`src/rtl/rot_l_seq.sv`:
```
// Sequential left-rotator: accepts a word and amount on start, rotates one
// bit per clock, and holds the result on dout until the next completion.
module rot_l_seq #(
   parameter int WIDTH = 6,
   parameter int AW    = 3
) (
   input  logic             clk,
   input  logic             rst_n,
   input  logic             start,
   input  logic [WIDTH-1:0] din,
   input  logic [AW-1:0]    amt,
   output logic [WIDTH-1:0] dout,
   output logic             busy,
   output logic             done
);

   localparam logic [AW:0]   WIDTH_E = (AW+1)'(WIDTH);
   localparam logic [AW-1:0] WIDTH_A = AW'(WIDTH);
   localparam logic [AW-1:0] CNT_ONE = AW'(1);

   typedef enum logic [1:0] {
      IDLE = 2'd0,
      ROT  = 2'd1,
      DONE = 2'd2
   } state_t;

   state_t            state, state_nx;
   logic [WIDTH-1:0]  sr;
   logic [AW-1:0]     cnt;
   logic [AW-1:0]     k_smp;

   // Amounts in [WIDTH, 2^AW) fold back by one word width.
   function automatic logic [AW-1:0] reduce_amt(input logic [AW-1:0] a);
      if ({1'b0, a} < WIDTH_E)
         return a;
      else
         return a - WIDTH_A;
   endfunction

   function automatic logic [WIDTH-1:0] rotl1(input logic [WIDTH-1:0] v);
      return {v[WIDTH-2:0], v[WIDTH-1]};
   endfunction

   always_ff @(posedge clk or negedge rst_n) begin
      if (!rst_n)
         state <= IDLE;
      else
         state <= state_nx;
   end

   always_comb begin
      state_nx = state;
      k_smp    = reduce_amt(amt);
      case (state)
         IDLE: begin
            if (start)
               state_nx = (k_smp == '0) ? DONE : ROT;
         end
         ROT: begin
            if (cnt == CNT_ONE)
               state_nx = DONE;
         end
         DONE:    state_nx = IDLE;
         default: state_nx = IDLE;
      endcase
   end

   // Datapath: load on accept, rotate in ROT, capture result on DONE entry.
   always_ff @(posedge clk or negedge rst_n) begin
      if (!rst_n) begin
         sr   <= '0;
         cnt  <= '0;
         dout <= '0;
      end else begin
         case (state)
            IDLE: begin
               if (start) begin
                  sr  <= din;
                  cnt <= k_smp;
                  if (k_smp == '0)
                     dout <= din;
               end
            end
            ROT: begin
               sr  <= rotl1(sr);
               cnt <= cnt - CNT_ONE;
               if (cnt == CNT_ONE)
                  dout <= rotl1(sr);
            end
            default: ;
         endcase
      end
   end

   assign busy = (state == ROT);
   assign done = (state == DONE);

endmodule

```
`config.mk`:
```
export PLATFORM = sky130hd
export DESIGN_NAME = rot_l_seq
export DESIGN_NICKNAME = d
export VERILOG_FILES = /design/src/rtl/rot_l_seq.sv
export SDC_FILE = /design/constraint.sdc
export NUM_CORES = 1
export LEC_CHECK = 0
export ABC_AREA = 1
export CORE_MARGIN = 2
export CORE_UTILIZATION = 52
export CTS_CLUSTER_SIZE = 25
export DETAILED_ROUTE_END_ITERATION = 10
export PLACE_DENSITY = 0.84
export SYNTH_ARGS = -nofsm -noshare
export SYNTH_HDL_FRONTEND = slang
export SYNTH_SLANG_ARGS = --single-unit
```
`constraint.sdc`:
```
create_clock -name clk -period 3.05 [get_ports clk]
set_input_delay 0.915 -clock clk [delete_from_list [all_inputs] [get_ports clk]]
set_output_delay 0.915 -clock clk [all_outputs]
set_load 0.02 [all_outputs]
```
### Word-level counts from Yosys, hierarchy flattened

Cells that the tools add are included.

* add/sub/neg operators: 2
* $lt $le $gt $ge: 1
* equality and inequality tests: 6
* muxes and demuxes: 13
* reductions and logical operators: 6

Operator list (count)
* two-way mux 6 bit: 4
* one-hot mux 6 bit (2 select lines): 2
* two-way mux 2 bit: 3
* two-way mux 3 bit: 2
* one-hot mux 3 bit (2 select lines): 1
* != test 2 bit (second input constant): 2
* one-hot mux 2 bit (2 select lines): 1
* AND reduction 2 bit: 2
* AND reduction 4 bit: 1
* == test 3 x 1 -> 1 bit (second input constant): 1
* zero test 3 bit: 1
* < comparator 3 bit (second input constant): 1
* subtractor 3 x 1 -> 3 bit (second input constant): 1
* subtractor 3 bit (second input constant): 1
* == test 2 x 1 -> 1 bit (second input constant): 1
* == test 2 bit (second input constant): 1
* zero test 2 bit: 1
* != test 2 x 1 -> 1 bit (second input constant): 1
* nonzero test 2 bit: 1

* bits in registers: 17
* bits of input ports: 12
* output and inout port bits: 8
* word-level logic and storage cells: 32

### Longest topological paths before layout

* depth in word-level cells: 6
* gate-level depth with buffers: 9
* mapped depth without buffers: 9

### Worst setup path before layout

OpenSTA, ideal clock, no wires.

* path type: register to output
* start point: register state[1]
* end point: output port busy
* arrival time: 0.790 ns
* data required time: 2.135 ns
* slack: 1.345 ns
* stages on the path, launching flop included: 4
* buffers on the path: 0
* path through: dfrtp_1 -> inv_2 -> nand2_4 -> inv_1

* cells in the longest elaborated chain, start to end: 1

Ends and longest elaborated chain
* start: declaration: line 27 `state_t state, state_nx;`
* start signal: assignment: line 48 `state <= state_nx;`
* == test 2 x 1 -> 1 bit: line 95 `assign busy = (state == ROT);`
* end: declaration: line 13 `output logic busy,`

Every way passes these cells.

### Worst setup path in the final report

Same ends and word-level chain as after synthesis.

==> metrics <==
DRT Wirelength=1750 um; internal power=656 uW; min-delay src=dout[1]; Num CTS Buffers=3; flop-to-flop setup slack=1.62 ns; count of pins over their slew limit=0; predominant post-synthesis flop cell=dfrtp_1; Antenna Cells=0; Post-synth EDFFs=0; Die Wd=45.9 um; VDD IR max=0.000563 V; post-cts resize count=0; worst reg2reg path depth=9; Root Buffer=clkbuf_4; CTS hold repair buffers=0; HP Class=register to register; status=complete, no violations; clock buffer depth=2; Nets=142; Final Hold Viols=0; Worst-Skew Late Latency=0.28 ns; share of the synthesized area in the top cell type=46.5%; FF+latch count, synth=17; largest area contributor in the netlist=dfrtp_1; Fillers=133; DRC Markers=0; post-CTS setup buffer count=0; vias per std cell=5.17; RR Startpoint=cnt[1]; routability cong.=0.756; reg2reg end=dout[3]; crit path capture type=output port; final period utilization=87.7%; Slew HR=50.8%; largest net degree at the start of global routing=19; Buffers on Ports=19; DRT Pass-1 Iters=4; Seq/Total Area, Yosys=46.5%; Initial Util=54.1%; # H-tree levels=1; standard-cell rows=15; Setup CP Type=register to output port; setup TNS=0 ns; clock power share=9.8%; clock skew=0.00399 ns; P_leak=0.000563 uW; RSZ-0062 raised after global routing=false; Mapped Area=915 um^2; Syn Inst Count=106; hold endpoint=dout[1]; first-pass GRT wire length=3020 um; clock-pin slew on the worst setup and hold paths=0.10 ns; syn_nets=120; worst-path fanout max=18; layout cells sized above 1=15.0%; count of warnings emitted by yosys=0; post-route setup slack=0.374 ns; maxcap violations=0; Reg power frac=32.4%; vias in the first global route=716; total number of vias=745; Final ANT Viol Nets=0; IO Pins=20; CTS tree=done; power share of the combinational group=57.8%; # setup viols final=0; most common cell in the netlist=nand2_1; P&R area growth vs syn=23.5%; post-route minimum period=2.68 ns; core area=1690 um^2; Worst Path Required=2.13 ns; PD cells=1080 nW/um^2; crit start category=register; switching power=560 uW; Avg Cell Area, Syn=8.63 um^2; total die area=2110 um^2; die height=45.9 um; Total GRT Usage=20.0%; gr ovfl total=0; initial antenna violation count=0; WL per Instance=12.1 um; Place WS=0.689 ns; Arr. time, crit path=1.76 ns; Fmax achieved=0.374 GHz; Slew @ Worst Pin=0.736 ns; clock sink count=17; top post-synthesis cells by area=dfrtp_1 47%, nand2_1 12%, o21ai_2 6.7%, inv_1 5.3%, o21ai_1 4.9%; sw frac=46.0%; Initial DRC Count=12; asr flop ratio synth=100%; most instantiated cells after synthesis=30 x nand2_1, 17 x dfrtp_1, 13 x inv_1, 9 x o21ai_1, 8 x nand3_1; Netlist cell types=16; hpwl dp=1360 um; hold depth=2
cell usage in the layout, fill, tap and decap left out:
cell | synthesis | final
inv_1 | 13 | 13
clkdlybuf4s50_1 | 0 | 19
clkbuf_4 | 0 | 3
nor2_1 | 6 | 6
o22ai_1 | 2 | 2
o21ai_1 | 9 | 9
o21ai_2 | 7 | 7
nor2_2 | 1 | 1
clkbuf_1 | 0 | 1
inv_2 | 2 | 2
nand3_1 | 8 | 8
nor2_4 | 2 | 2
dfrtp_1 | 17 | 17
nand2_1 | 30 | 30
xnor2_1 | 1 | 1
nor2_8 | 1 | 1
ha_1 | 2 | 2
nand2_4 | 3 | 3
cells by family after synthesis:
group                      share of synthesized area [%]
xor gates and xnor gates                           0.958
buffers and inverters                               8.62
AOI/OAI and AO/OA                                   13.0
adders and majority gates                           2.74
DFF                                                 46.5
and+or+nand+nor                                     28.2
layer usage:
metal	track usage (%)	routed length, um	share of wire, %
met5	0	0	0
met4	6.86	21	1.2
met3	4.37	64	3.7
met2	32.2	857	49
met1	26.3	803	46
worst max-delay path, cell delays in order, from the launching register on:
cell and delay [ns]:
dfrtp_1 0.44, inv_2 0.11, nand2_4 0.15, inv_1 0.15, clkdlybuf4s50_1 0.62
power groups by stage:
stage	Sequential [uW]	Combinational [uW]	Clock (uW)
after floorplan	435	491	0
after global placement	392	682	0
after detailed placement	398	707	0
after CTS	393	708	121
after global routing	403	789	134
final	394	703	119
stage by stage:
step	instance area (um^2)	total power (uW)	instances	hold slack [ns]	util, %
finish	1130	1220	144	0.482	66.9
global route	1130	1330	144	0.497	66.9
CTS	1130	1220	144	0.483	66.9
detailed placement	1100	1100	140	0.458	65.3
global placement	1100	1070	140	0.453	65.3
floorplan	915	926	106	0.492	-
registers in the layout, summed over array words and instances (netlist names):
register,cells
sr,6
cnt,3
dout,6
state,2
area by class of cell:
type / count / area, um^2 / area share, %
Inverter: 15 / 56.3 / 4.98
Tap cell: 17 / 21.3 / 1.88
Sequential cell: 17 / 425 / 37.7
Multi-Input combinational cell: 72 / 410 / 36.3
Clock buffer: 4 / 26.3 / 2.33
Timing Repair Buffer: 19 / 190 / 16.8
worst max-delay path by stage:
stage,slack [ns],startpoint,endpoint
detailed placement,0.69,state[1],busy
global route,0.28,state[1],busy
global placement,0.73,state[1],busy
finish,0.37,state[1],busy
floorplan,1.35,state[1],busy
CTS,0.37,state[1],busy
No activity file was read; power rests on OpenSTA's default activity.
